`src/rtl/clock_ctrl_pkg.sv`:
```
// Shared mode encodings and display-mask constants for the MM:SS clock mode controller.
package clock_ctrl_pkg;

  typedef enum logic [1:0] {
    MODE_RUN     = 2'd0,
    MODE_PAUSE   = 2'd1,
    MODE_ADJ_MIN = 2'd2,
    MODE_ADJ_SEC = 2'd3
  } mode_t;

  // Digit order: [3] min_ten, [2] min_one, [1] sec_ten, [0] sec_one
  localparam logic [3:0] MASK_ALL = 4'b1111;
  localparam logic [3:0] MASK_MIN = 4'b1100;
  localparam logic [3:0] MASK_SEC = 4'b0011;

endpackage

```
`src/rtl/btn_repeat.sv`:
```
// Button front end: registers a debounced level, detects its rise and, when enabled,
// re-issues a press every REPEAT_CYC cycles while the button stays held.
module btn_repeat #(
  parameter int REPEAT_CYC = 50_000_000
) (
  input  logic clk,
  input  logic reset,
  input  logic btn_i,
  input  logic rpt_en_i,
  input  logic rpt_clr_i,
  output logic press_o
);

  localparam int RW = $clog2(REPEAT_CYC);

  logic          btn_q;
  logic          prev_q;
  logic [RW-1:0] rpt_q;
  logic [RW-1:0] rpt_d;
  logic          rise;
  logic          held;
  logic          rpt_hit;

  // Sample and history both reset high so a button held through reset is not a press.
  // NOTE: sequential state uses non-blocking assignments so every register sees the
  // pre-edge values of the others, regardless of statement order.
  always_ff @(posedge clk) begin
    if (reset) begin
      btn_q  <= 1'b1;
      prev_q <= 1'b1;
      rpt_q  <= '0;
    end else begin
      btn_q  <= btn_i;
      prev_q <= btn_q;
      rpt_q  <= rpt_d;
    end
  end

  assign rise    = btn_q & ~prev_q;
  assign held    = btn_q & prev_q;
  assign rpt_hit = held & rpt_en_i & (rpt_q == RW'(REPEAT_CYC - 1));

  // NOTE: rpt_d gets a default before any condition so no latch can be inferred.
  always_comb begin
    rpt_d = '0;
    if (held && rpt_en_i && !rpt_clr_i && !rpt_hit) begin
      rpt_d = rpt_q + 1'b1;
    end
  end

  assign press_o = rise | rpt_hit;

endmodule

```
`src/rtl/clock_mode_ctrl.sv`:
```
// RUN/PAUSE/ADJ_MIN/ADJ_SEC sequencer with 1 Hz prescaler for the MM:SS counter.
// Define CLOCK_BLINK_EN to blink the field being adjusted; otherwise digit_mask is all-on.
module clock_mode_ctrl
  import clock_ctrl_pkg::*;
#(
  parameter int CLK_HZ     = 100_000_000,
`ifdef CLOCK_BLINK_EN
  parameter int BLINK_CYC  = 25_000_000,
`endif
  parameter int REPEAT_CYC = 50_000_000
) (
  input  logic       clk,
  input  logic       reset,
  input  logic       btn_pause,
  input  logic       btn_sel,
  input  logic       btn_adj,
  input  logic       btn_clr,
  output logic       cnt_en,
  output logic       inc_sec,
  output logic       inc_min,
  output logic       cnt_clr,
  output logic [1:0] mode,
  output logic [3:0] digit_mask
);

  localparam int PW = $clog2(CLK_HZ);

  logic pause_p, sel_p, adj_p, clr_p;
  logic in_adj, mode_chg, tick;

  mode_t         mode_q, mode_d;
  logic [PW-1:0] presc_q, presc_d;
  logic          cnt_en_q, inc_sec_q, inc_min_q, cnt_clr_q;
  logic          inc_sec_d, inc_min_d, cnt_clr_d;

  assign in_adj   = (mode_q == MODE_ADJ_MIN) || (mode_q == MODE_ADJ_SEC);
  assign mode_chg = (mode_d != mode_q);

  btn_repeat #(.REPEAT_CYC(REPEAT_CYC)) u_pause (
    .clk(clk), .reset(reset), .btn_i(btn_pause),
    .rpt_en_i(1'b0), .rpt_clr_i(1'b0), .press_o(pause_p)
  );
  btn_repeat #(.REPEAT_CYC(REPEAT_CYC)) u_sel (
    .clk(clk), .reset(reset), .btn_i(btn_sel),
    .rpt_en_i(1'b0), .rpt_clr_i(1'b0), .press_o(sel_p)
  );
  btn_repeat #(.REPEAT_CYC(REPEAT_CYC)) u_adj (
    .clk(clk), .reset(reset), .btn_i(btn_adj),
    .rpt_en_i(in_adj), .rpt_clr_i(mode_chg), .press_o(adj_p)
  );
  btn_repeat #(.REPEAT_CYC(REPEAT_CYC)) u_clr (
    .clk(clk), .reset(reset), .btn_i(btn_clr),
    .rpt_en_i(1'b0), .rpt_clr_i(1'b0), .press_o(clr_p)
  );

  // One event per cycle, priority sel > pause > clr > adj.
  always_comb begin
    mode_d    = mode_q;
    inc_sec_d = 1'b0;
    inc_min_d = 1'b0;
    cnt_clr_d = 1'b0;
    unique case (mode_q)
      MODE_RUN: begin
        if (sel_p)        mode_d = MODE_ADJ_MIN;
        else if (pause_p) mode_d = MODE_PAUSE;
      end
      MODE_PAUSE: begin
        if (sel_p)        mode_d    = MODE_ADJ_MIN;
        else if (pause_p) mode_d    = MODE_RUN;
        else if (clr_p)   cnt_clr_d = 1'b1;
      end
      MODE_ADJ_MIN: begin
        if (sel_p)        mode_d    = MODE_ADJ_SEC;
        else if (adj_p)   inc_min_d = 1'b1;
      end
      MODE_ADJ_SEC: begin
        if (sel_p)        mode_d    = MODE_RUN;
        else if (adj_p)   inc_sec_d = 1'b1;
      end
    endcase
  end

  // A tick due in the same cycle as leaving RUN is still emitted.
  assign tick = (mode_q == MODE_RUN) && (presc_q == PW'(CLK_HZ - 1));

  always_comb begin
    presc_d = '0;
    if ((mode_q == MODE_RUN) && (mode_d == MODE_RUN) && !tick) begin
      presc_d = presc_q + 1'b1;
    end
  end

  always_ff @(posedge clk) begin
    if (reset) begin
      mode_q    <= MODE_PAUSE;
      presc_q   <= '0;
      cnt_en_q  <= 1'b0;
      inc_sec_q <= 1'b0;
      inc_min_q <= 1'b0;
      cnt_clr_q <= 1'b0;
    end else begin
      mode_q    <= mode_d;
      presc_q   <= presc_d;
      cnt_en_q  <= tick;
      inc_sec_q <= inc_sec_d;
      inc_min_q <= inc_min_d;
      cnt_clr_q <= cnt_clr_d;
    end
  end

  assign cnt_en  = cnt_en_q;
  assign inc_sec = inc_sec_q;
  assign inc_min = inc_min_q;
  assign cnt_clr = cnt_clr_q;
  assign mode    = mode_q;

`ifdef CLOCK_BLINK_EN
  localparam int BW = (BLINK_CYC > 1) ? $clog2(BLINK_CYC) : 1;

  logic          blank_q, blank_d;
  logic [BW-1:0] blink_q, blink_d;
  logic [3:0]    mask_q, mask_d;

  // Phase restarts "shown" on any mode entry and on every increment pulse.
  always_comb begin
    blank_d = 1'b0;
    blink_d = '0;
    mask_d  = MASK_ALL;
    if (((mode_d == MODE_ADJ_MIN) || (mode_d == MODE_ADJ_SEC)) &&
        !mode_chg && !inc_min_d && !inc_sec_d) begin
      if (blink_q == BW'(BLINK_CYC - 1)) begin
        blank_d = ~blank_q;
      end else begin
        blank_d = blank_q;
        blink_d = blink_q + 1'b1;
      end
    end
    if (blank_d) begin
      mask_d = (mode_d == MODE_ADJ_MIN) ? ~MASK_MIN : ~MASK_SEC;
    end
  end

  always_ff @(posedge clk) begin
    if (reset) begin
      blank_q <= 1'b0;
      blink_q <= '0;
      mask_q  <= MASK_ALL;
    end else begin
      blank_q <= blank_d;
      blink_q <= blink_d;
      mask_q  <= mask_d;
    end
  end

  assign digit_mask = mask_q;
`else
  assign digit_mask = MASK_ALL;
`endif

endmodule
```
`config.mk`:
```
export PLATFORM = sky130hd
export DESIGN_NAME = clock_mode_ctrl
export DESIGN_NICKNAME = d
export VERILOG_FILES = /design/src/rtl/clock_ctrl_pkg.sv /design/src/rtl/btn_repeat.sv /design/src/rtl/clock_mode_ctrl.sv
export SDC_FILE = /design/constraint.sdc
export NUM_CORES = 1
export LEC_CHECK = 0
export ABC_AREA = 1
export CAP_MARGIN = 20
export CORE_MARGIN = 2
export CORE_UTILIZATION = 55
export CTS_BUF_LIST = sky130_fd_sc_hd__clkbuf_8
export DETAILED_ROUTE_END_ITERATION = 8
export PLACE_DENSITY = 0.77
export SLEW_MARGIN = 10
export SYNTH_ARGS = -nofsm -noshare
export SYNTH_HDL_FRONTEND = slang
export SYNTH_SLANG_ARGS = --single-unit
```
`constraint.sdc`:
```
create_clock -name clk -period 1.6 [get_ports clk]
set_clock_uncertainty 0.1 [all_clocks]
set_input_delay 0.32 -clock clk [delete_from_list [all_inputs] [get_ports clk]]
set_output_delay 0.32 -clock clk [all_outputs]
set_load 0.02 [all_outputs]
```
After elaboration in Yosys (flattened, before gate mapping)
Index checks and enable logic that the tools add are counted.
- register bits: 67
- bits in latches: 0
- memory bits (writable): 0
- ROM bits: 0
- input bits: 6
- output and inout port bits: 10
- logic and storage cells: 67
- memories: 0
- add/subtract/negate cells: 2
- multiply operators: 0
- divide/modulo/power cells: 0
- order comparisons: 0
- eq/ne operators: 6
- shift operators: 0
- multiplexer cells: 10
- bitwise operators: 17
- reduce and logical (&&, ||, !) cells: 17
- operators with widths (operator ; count):
    27-bit by 1-bit adder with 27-bit output, second input constant ; 1
    27-bit equality test, second input constant ; 1
    26-bit by 1-bit adder with 26-bit output, second input constant ; 1
    26-bit equality test, second input constant ; 1
    2-bit two-way mux ; 6
    1-bit inverter ; 9
    2-bit case mux with 4 select lines ; 1
    2-bit OR reduction ; 4
    1-bit AND ; 7
    1-bit logical AND ; 6
    2-bit equality test, second input constant ; 2
    2-bit logical NOT ; 2
    4-bit OR reduction ; 1
    1-bit logical NOT ; 3
    1-bit two-way mux ; 3
    2-bit by 1-bit equality test with 1-bit output, second input constant ; 1
    2-bit != test ; 1
    1-bit logical OR ; 1
    1-bit OR ; 1

Longest topological paths before layout
Gate-level depths: netlist of the first run.
- word-level depth: 11
- mapped depth: 11
- mapped depth without buffers: 11

By module
A second synthesis of the first run with hierarchy kept.
- cell total of the unflattened synthesis: 1147
- area total of the unflattened synthesis: 7604.8 um^2
- by module, submodules not included (module ; instances ; cells each ; area an instance (um^2) ; seq. area each (um^2)):
    btn_repeat ; 4 ; 225 ; 1480.2 ; 560.5
    clock_mode_ctrl ; 1 ; 247 ; 1684.1 ; 660.6

Least setup slack after synthesis of the first run
No wires, ideal clock.
- kind: reg-to-reg
- start: register u_adj.rpt_q[0]
- end: register u_adj.rpt_q[2]
- setup time: 0.116 ns
- arrival: 1.346 ns
- setup slack: 0.038 ns
- stages on the path, launching flop included: 10
- period minus slack after synthesis: 1.562 ns
- cell sequence: dfxtp_1 > ha_1 > nand2_2 > nor2_4 > nand3_2 > nor2_2 > nand2_2 > nand2_4 > buf_6 > nor2_1
- cells in the longest elaborated chain, start to end: 6
- elaborated cells on any way between the ends: 7
- classes of those cells: 1 x add/sub; 1 x eq/ne; 2 x bitwise; 3 x reduce/logical
- ends and longest elaborated chain (element ; line ; source):
    from (decl) ; btn_repeat.sv:18 ; logic [RW-1:0] rpt_q;
    from (signal assigned) ; btn_repeat.sv:35 ; rpt_q <= rpt_d;
    parallel branches: the longest is 6 deep, another holds 26-bit by 1-bit adder with 26-bit output ; -- ;
Several ways; the timed one is not identified.
A chain may end at the register's enable or synchronous reset.

Worst setup path after layout of the first run
- start: register u_adj.rpt_q[1]
- end: register u_adj.rpt_q[5]
The elaborated chain is that of the path after synthesis.

==> flow_metrics.env, run 1 <==
export IMPL_drive_gt1_frac=0.1463
export IMPL_initialDrtViolationCount=162
export IMPL_syn_area_um2=3448
export IMPL_vdd_drop_max_uv=664.6
export IMPL_synthCells=531
export IMPL_grt_max_degree=22
export IMPL_timing_hold_violations_final=0
export IMPL_status="completed"
export IMPL_crit_type="reg2reg"
export IMPL_p_total_mw=3.291
export IMPL_ys_types=27
export IMPL_wl_mm=7.610
export IMPL_path_max_fanout=15
export IMPL_yosysMostFrequentCell="nand2_1"
export IMPL_fin_crit_ns=1.522
export IMPL_io_pins=16
export IMPL_syn_avg_cell_area_um2=6.494
export IMPL_hp_class="reg2reg"
export IMPL_cp_required_ns=1.74
export IMPL_final_util=0.6848
export IMPL_fillers=516
export IMPL_fin_ws_ns=0.07757
export IMPL_synth_warnings=0
export IMPL_clk_insertion_delay_late_ns=0.34
export IMPL_largest_register_ffs=27
export IMPL_die_area_um2=6919
export IMPL_synthTopCellsByCount="nand2_1 (173), nor2_1 (112), dfxtp_1 (67), inv_1 (63), nand3_1 (21)"
export IMPL_grt_pass1_wl_mm=13.25
export IMPL_synth_top_area_frac=0.3890
export IMPL_multi_input_area_um2=1869
export IMPL_worstPathCellList="ha_4, nand2_2, nor2_4, nand3_2, nor2_4, nand2_2, nand2_4, buf_12, nor2_1"
export IMPL_crit_buf_inv=1
export IMPL_crit_arrival_ns=1.66
export IMPL_rows=28
export IMPL_drc=0
export IMPL_synthArstFlopShare=0
export IMPL_finalCritPeriodShare=0.9515
export IMPL_htree_num_levels=3
export IMPL_synth_top_area_cell="dfxtp_1"
export IMPL_setup_violations=0
export IMPL_postCtsHoldBufs=0
export IMPL_cts_num_sinks=67
export IMPL_max_freq_ghz=0.6568
export IMPL_diodes=0
export IMPL_core_area_um2=5991
export IMPL_cts_buffers=9
export IMPL_regMostFlops="presc_q"
export IMPL_ys_seq_area_frac=0.3890
export IMPL_cts_tree="yes"
export IMPL_worst_path_dominant_cell_family="simple AND/OR/NAND/NOR gates"
export IMPL_die_height_um=83.18
export IMPL_grt_pass1_vias=3172
export IMPL_dpl_worst_slack_ns=-0.1031
export IMPL_track_usage=0.2332
export IMPL_synth_edff_count=0
export IMPL_synthFlopType="dfxtp_1"
export IMPL_synth_seq_cells=67
export IMPL_nets=584
export IMPL_slowest_delay_ns=0.37
export IMPL_dp_hpwl_mm=5.546
export IMPL_synthTopCellsByArea="dfxtp_1 (39%), nand2_1 (19%), nor2_1 (12%), inv_1 (6.9%), nand3_1 (3.0%)"
export IMPL_rsz0062_at_grt="yes"
export IMPL_p_leak_nw=1.620
export IMPL_place_gp_congestion=0.8971
export IMPL_clkTransAtPathRegs_ns=0.08
export IMPL_cap_violations=0
export IMPL_register_area_um2=1349
export IMPL_vias_per_cell=4.905
export IMPL_portBuffers=11
export IMPL_vias=3218
export IMPL_initial_core_util=0.5756
export IMPL_wire_per_inst_um=11.60
export IMPL_critPathCaptureType="flip-flop"
export IMPL_cts_root_buffer="clkbuf_8"
export IMPL_slowest_stage="dfxtp_4"
export IMPL_area_delta_synth_final_pct=18.98
export IMPL_fp_dieW_um=83.18
export IMPL_start_kind="flip-flop"
export IMPL_firstDrtPassIters=5
export IMPL_clockBufferDepth=2
export IMPL_cellPowerDensity_nw_per_um2=802.2
export IMPL_antenna_found_initial=0
export IMPL_grt_ovfl_total=0
export IMPL_drv_slew=0
export IMPL_drtAntennaViolNets=0
==> report_power, final <==
part / switching, mW / leakage, nW / internal (mW) / total, mW
logic: 0.0716 / 0.978 / 0.0589 / 0.130
registers: 0.0101 / 0.544 / 1.68 / 1.69
clock network: 0.663 / 0.0978 / 0.806 / 1.47
total: 0.745 / 1.62 / 2.55 / 3.29
==> layer usage <==
layer	share of wire	GRT usage
met1	0.44	0.2694
met5	0	0
met4	0.020	0.1118
met2	0.51	0.4157
met3	0.033	0.03976
==> final cells by class <==
type | count | share of cell area
clock buffer | 11 | 0.03690
clock inverter | 5 | 0.01494
inverter | 64 | 0.05855
multi-input combinational | 395 | 0.4556
sequential | 67 | 0.3288
tap | 75 | 0.02287
timing repair buffer | 39 | 0.08234
==> cells in the final DEF, fill, tap and decap left out, types with 7 or more instances in the layout <==
cell type,count
nand3_1,21
a21oi_1,7
or2_2,7
nor2_1,106
dfxtp_1,63
nand3b_1,12
buf_4,26
clkbuf_8,11
nor2_2,9
nand2_1,172
xor2_1,12
xnor2_1,12
inv_1,59
==> timing repair <==
action	in CTS	in global routing
resized for setup	11	18
pin swaps	0	3
setup buffers	0	1
endpoints found under the setup margin	24	52
==> worst register-to-register path, stage by stage, from the launching register on <==
cell and delay, ns:
dfxtp_4 0.37, ha_4 0.14, nand2_2 0.06, nor2_4 0.10, nand3_2 0.10, nor2_4 0.15
nand2_2 0.09, nand2_4 0.11, buf_12 0.15, nor2_1 0.05
==> per-stage QoR <==
| stage | instance area [um^2] | setup TNS [ns] | instances | hold WS (ns) |
|---|---|---|---|---|
| 6_report | 4103 | 0 | 656 | 0.3014 |
| 3_3_place_gp | 3830 | -1.321 | 639 | 0.2849 |
| 3_5_place_dp | 3830 | -1.738 | 639 | 0.2925 |
| 4_1_cts | 4051 | 0 | 655 | 0.3053 |
| 5_1_grt | 4103 | -0.3476 | 656 | 0.3286 |
| 2_1_floorplan | 3460 | 0 | 534 | 0.2738 |
==> final timing paths <==
check	endpoint	from	slack, ns	depth (start not counted)
max	u_adj.rpt_q[5]$_SDFF_PP0_	u_adj.rpt_q[1]$_SDFF_PP0_	0.08	9
min	cnt_clr$_SDFF_PP0_	u_clr.prev_q$_SDFF_PP1_	0.30	1
max reg2reg	u_adj.rpt_q[5]$_SDFF_PP0_	u_adj.rpt_q[1]$_SDFF_PP0_	0.08	9
min reg2reg	cnt_clr$_SDFF_PP0_	u_clr.prev_q$_SDFF_PP1_	0.30	1
==> logic make-up (layout without fill, tap and decap cells) <==
family                     after synthesis  in the layout  synth area share
buffers and inverters                   72            119           0.08744
other                                    1              4          0.001087
xor gates and xnor gates                24             24           0.06096
adders and majority gates                2              2          0.007256
AOI/OAI and AO/OA                       10             10           0.01451
DFF                                     67             67            0.3890
and+or+nand+nor                        355            355            0.4398
No activity file was read; power rests on OpenSTA's default activity.
==> run 2, diff against run 1 <==
--- a/config.mk
+++ b/config.mk
@@ -12,6 +12,7 @@
 export CTS_BUF_LIST = sky130_fd_sc_hd__clkbuf_8
 export DETAILED_ROUTE_END_ITERATION = 8
 export PLACE_DENSITY = 0.77
+export REMOVE_ABC_BUFFERS = 1
 export SLEW_MARGIN = 10
 export SYNTH_ARGS = -nofsm -noshare
 export SYNTH_HDL_FRONTEND = slang
==> run 2 against run 1 <==
Effect of this change: via count up 1.4%; worst hold slack got worse by 0.0025 ns; die area did not move; final cell count fell by 0.15%; global-route usage rose by 0.49 points.
==> flow_metrics.env, run 2 (synthesis results as in run 1) <==
export IMPL_area_delta_synth_final_pct=21.63
export IMPL_cellPowerDensity_nw_per_um2=827.6
export IMPL_crit_type="reg2reg"
export IMPL_fp_dieW_um=83.18
export IMPL_cp_startpoint="u_adj.rpt_q[0]$_SDFF_PP0_"
export IMPL_hp_start="u_clr.prev_q$_SDFF_PP1_"
export IMPL_comb_power_share=0.038
export IMPL_cts_num_sinks=67
export IMPL_drtAntennaViolNets=0
export IMPL_htree_num_levels=3
export IMPL_switching_power_mw=0.7930
export IMPL_drc=0
export IMPL_track_usage=0.2381
export IMPL_cts_tree="yes"
export IMPL_clockBufferDepth=2
export IMPL_clkTransAtPathRegs_ns=0.08
export IMPL_regMostFlops="presc_q"
export IMPL_cts_buffers=9
export IMPL_nets=583
export IMPL_die_height_um=83.18
export IMPL_portBuffers=11
export IMPL_vias=3262
export IMPL_rows=28
export IMPL_drive_gt1_frac=0.1741
export IMPL_grt_ovfl_total=0
export IMPL_grt_pass1_vias=3135
export IMPL_cp_required_ns=1.75
export IMPL_max_freq_ghz=0.6454
export IMPL_wl_mm=7.902
export IMPL_vdd_drop_max_uv=554.5
export IMPL_largest_register_ffs=27
export IMPL_finalCritPeriodShare=0.9683
export IMPL_vias_per_cell=4.980
export IMPL_core_area_um2=5991
export IMPL_layout_common_cells="nand2_1 (170), nor2_1 (100), inv_1 (58), dfxtp_1 (58), buf_4 (23)"
export IMPL_antenna_found_initial=0
export IMPL_die_area_um2=6919
export IMPL_r2r_start="u_adj.rpt_q[0]$_SDFF_PP0_"
export IMPL_status="completed"
export IMPL_fin_hold_ws_ns=0.2989
export IMPL_grt_pass1_wl_mm=13.50
export IMPL_rsz0062_at_grt="yes"
export IMPL_p_total_mw=3.471
export IMPL_p_leak_nw=1.666
export IMPL_clkPwrFrac=0.474
export IMPL_multi_input_area_um2=1934
export IMPL_path_max_fanout=5
export IMPL_drv_slew=0
export IMPL_grt_max_degree=22
export IMPL_hp_class="reg2reg"
export IMPL_p_sw_frac=0.2285
export IMPL_wire_per_inst_um=12.06
export IMPL_fin_crit_ns=1.549
export IMPL_firstDrtPassIters=5
export IMPL_initial_core_util=0.5756
export IMPL_place_gp_congestion=0.9712
export IMPL_power_frac_seq=0.488
export IMPL_crit_arrival_ns=1.70
export IMPL_setup_violations=0
export IMPL_layout_commonest_cell="nand2_1"
export IMPL_cap_violations=0
export IMPL_dp_hpwl_mm=5.857
export IMPL_postCtsHoldBufs=0
export IMPL_diodes=0
export IMPL_critPathCaptureType="flip-flop"
export IMPL_register_area_um2=1353
export IMPL_fillers=504
export IMPL_initialDrtViolationCount=179
export IMPL_clk_insertion_delay_late_ns=0.35
export IMPL_p_int_mw=2.678
export IMPL_cts_root_buffer="clkbuf_8"
export IMPL_timing_hold_violations_final=0
export IMPL_start_kind="flip-flop"
export IMPL_io_pins=16
==> run 2: through the flow <==
step	instance area (um^2)	util	setup slack [ns]	TNS (ns)	std cells
global route	4194	0.7001	-0.02315	-0.1403	655
detailed placement	3807	0.6355	-0.09360	-1.892	636
floorplan	3398	-	-0.1118	-0.6158	526
CTS	4066	0.6788	0.004051	0	654
finish	4194	0.7001	0.05065	0	655
global placement	3807	0.6355	0.007122	0	636
==> run 2: path summary, 6_finish.rpt <==
check,end,cells past startpoint,slack (ns)
setup / recovery,u_adj.rpt_q[16]$_SDFF_PP0_,8,0.05
hold reg to reg,cnt_clr$_SDFF_PP0_,1,0.30
setup reg to reg,u_adj.rpt_q[16]$_SDFF_PP0_,8,0.05
hold / removal,cnt_clr$_SDFF_PP0_,1,0.30
==> run 2: final cells by class <==
type | instances | area share
Tap cell | 75 | 0.02237
Multi-Input combinational cell | 395 | 0.4612
Inverter | 64 | 0.05788
Clock buffer | 10 | 0.03282
Clock inverter | 6 | 0.02267
Timing Repair Buffer | 38 | 0.08055
Sequential cell | 67 | 0.3225
==> run 2: power by group through the flow <==
| stage | sequential [mW] | combinational [mW] | clock [mW] |
|---|---|---|---|
| 2_1_floorplan | 1.74 | 0.0552 | 0 |
| 3_3_place_gp | 1.73 | 0.125 | 0 |
| 3_5_place_dp | 1.73 | 0.129 | 0 |
| 4_1_cts | 1.69 | 0.129 | 1.67 |
| 5_1_grt | 1.69 | 0.145 | 1.74 |
| 6_report | 1.69 | 0.132 | 1.65 |
==> run 2: timing repair <==
action | 4_1_cts | 5_1_grt
setup buffers | 2 | 1
pin swaps | 1 | 4
setup endpoints to repair | 42 | 53
gates resized for setup | 12 | 41
==> run 2: worst max-delay path, stage by stage (launching register included) <==
cell	delay [ns]
dfxtp_2	0.36
ha_4	0.15
nand2_2	0.06
nor2_4	0.14
buf_4	0.16
nand2_1	0.10
nor2_2	0.14
xor2_1	0.17
nor2_1	0.06
==> run 2: layer usage <==
metal / global-route usage / routed length (um) / vias up
li1: - / - / 1697
met4: 0.1028 / 182 / 0
met5: 0 / 0 / -
met2: 0.3886 / 3812 / 70
met1: 0.3014 / 3617 / 1478
met3: 0.05467 / 290 / 17
==> run 3, diff against run 2 <==
--- a/config.mk
+++ b/config.mk
@@ -17,3 +17,4 @@
 export SYNTH_ARGS = -nofsm -noshare
 export SYNTH_HDL_FRONTEND = slang
 export SYNTH_SLANG_ARGS = --single-unit
+export TNS_END_PERCENT = 5
==> run 3 against run 2 <==
Effect of this change: routed wire length decreased by 0.84%; first-iteration DRC count down 4.5%; utilization fell by 0.61 points; setup slack got worse by 0.0046 ns; register-to-register slack about the same; worst hold slack better by 0.00080 ns; via count rose by 1.1%.
==> flow_metrics.env, run 3 (synthesis results as in run 1) <==
export IMPL_fin_ws_ns=0.04607
export IMPL_drtAntennaViolNets=0
export IMPL_multi_input_area_um2=1909
export IMPL_dpl_worst_slack_ns=-0.09360
export IMPL_regMostFlops="presc_q"
export IMPL_place_gp_congestion=0.9712
export IMPL_fin_crit_ns=1.554
export IMPL_vdd_drop_max_uv=557.2
export IMPL_crit_type="reg2reg"
export IMPL_layout_commonest_cell="nand2_1"
export IMPL_rsz0062_at_grt="yes"
export IMPL_path_max_fanout=5
export IMPL_drv_slew=0
export IMPL_initial_core_util=0.5756
export IMPL_clkTransAtPathRegs_ns=0.08
export IMPL_firstDrtPassIters=5
export IMPL_setup_tns_ns=0
export IMPL_largest_register_ffs=27
export IMPL_htree_num_levels=3
export IMPL_clockBufferDepth=2
export IMPL_wire_per_inst_um=11.98
export IMPL_drc=0
export IMPL_diodes=0
export IMPL_cts_root_buffer="clkbuf_8"
export IMPL_p_leak_nw=1.661
export IMPL_rows=28
export IMPL_vias=3297
export IMPL_vias_per_cell=5.041
export IMPL_critPathCaptureType="flip-flop"
export IMPL_fillers=508
export IMPL_status="completed"
export IMPL_hp_class="reg2reg"
export IMPL_cap_violations=0
export IMPL_drive_gt1_frac=0.1641
export IMPL_grt_pass1_vias=3129
export IMPL_clk_insertion_delay_late_ns=0.35
export IMPL_core_area_um2=5991
export IMPL_fin_area_um2=4158
export IMPL_cts_num_sinks=67
export IMPL_antenna_found_initial=0
export IMPL_nets=582
export IMPL_layout_common_cells="nand2_1 (172), nor2_1 (102), inv_1 (58), dfxtp_1 (58), buf_4 (23)"
export IMPL_finalCritPeriodShare=0.9712
export IMPL_max_freq_ghz=0.6435
export IMPL_cts_buffers=9
export IMPL_die_area_um2=6919
export IMPL_cellPowerDensity_nw_per_um2=833.5
export IMPL_grt_max_degree=22
export IMPL_fp_dieW_um=83.18
export IMPL_start_kind="flip-flop"
export IMPL_die_height_um=83.18
export IMPL_cp_required_ns=1.75
export IMPL_initialDrtViolationCount=171
export IMPL_setup_violations=0
export IMPL_wl_mm=7.836
export IMPL_grt_pass1_wl_mm=13.45
export IMPL_area_delta_synth_final_pct=20.57
export IMPL_cts_tree="yes"
export IMPL_dp_hpwl_mm=5.857
export IMPL_io_pins=16
export IMPL_portBuffers=11
export IMPL_dpl_cell_area_um2=3807
export IMPL_timing_hold_violations_final=0
export IMPL_register_area_um2=1353
export IMPL_track_usage=0.2368
export IMPL_crit_arrival_ns=1.70
export IMPL_grt_ovfl_total=0
-- run 3: changes by cell type in the layout (fill, tap and decap cells not counted), sizes merged --
cell	previous run	this run
buf	27	26
-- run 3: per-layer routing --
layer,wire length (um),vias up,track usage
met3,301,19,0.05467
li1,-,1688,-
met5,0,-,0
met1,3550,1506,0.3008
met4,189,0,0.1058
met2,3794,84,0.3834
-- run 3: layout make-up --
type                            count  share of cell area
Tap cell                           75             0.02257
Clock buffer                       10             0.03310
Sequential cell                    67              0.3253
Multi-Input combinational cell    395              0.4592
Clock inverter                      6             0.02287
Timing Repair Buffer               37             0.07854
Inverter                           64             0.05838
-- run 3: where the power goes --
group / internal, mW / total [mW] / leakage [nW] / switching (mW)
clock: 0.936 / 1.64 / 0.117 / 0.708
combinational: 0.0581 / 0.129 / 0.997 / 0.0710
sequential: 1.68 / 1.69 / 0.546 / 0.0101
-- run 3: final timing paths --
kind / startpoint / end / slack, ns / depth (start not counted)
min: u_clr.prev_q$_SDFF_PP1_ / cnt_clr$_SDFF_PP0_ / 0.30 / 1
max reg2reg: u_adj.rpt_q[0]$_SDFF_PP0_ / u_adj.rpt_q[16]$_SDFF_PP0_ / 0.05 / 8
min reg2reg: u_clr.prev_q$_SDFF_PP1_ / cnt_clr$_SDFF_PP0_ / 0.30 / 1
max: u_adj.rpt_q[0]$_SDFF_PP0_ / u_adj.rpt_q[16]$_SDFF_PP0_ / 0.05 / 8
-- run 3: critical path, stage by stage (launching register included) --
cell     delay (ns)
dfxtp_2        0.34
ha_2           0.19
nand2_2        0.07
nor2_4         0.12
buf_4          0.16
nand2_1        0.09
nor2_1         0.15
xor2_1         0.18
nor2_1         0.06
-- run 3: repair_timing --
action / in CTS / in global routing
pin swaps: 1 / 2
endpoints found under the hold margin: 0 / 0
endpoints found under the setup margin: 42 / 51
resized for setup: 12 / 34
hold buffers: 0 / 0
setup buffers: 0 / 2
-- run 3: through the flow --
step                      hold slack, ns  power, mW  instances    util
after floorplan                   0.2740      1.793        526       -
after global placement            0.2829      1.856        636  0.6355
after detailed placement          0.2937      1.860        636  0.6355
after CTS                         0.3005      3.489        652  0.6763
after global routing              0.3370      3.582        654  0.6940
final                             0.2997      3.465        654  0.6940
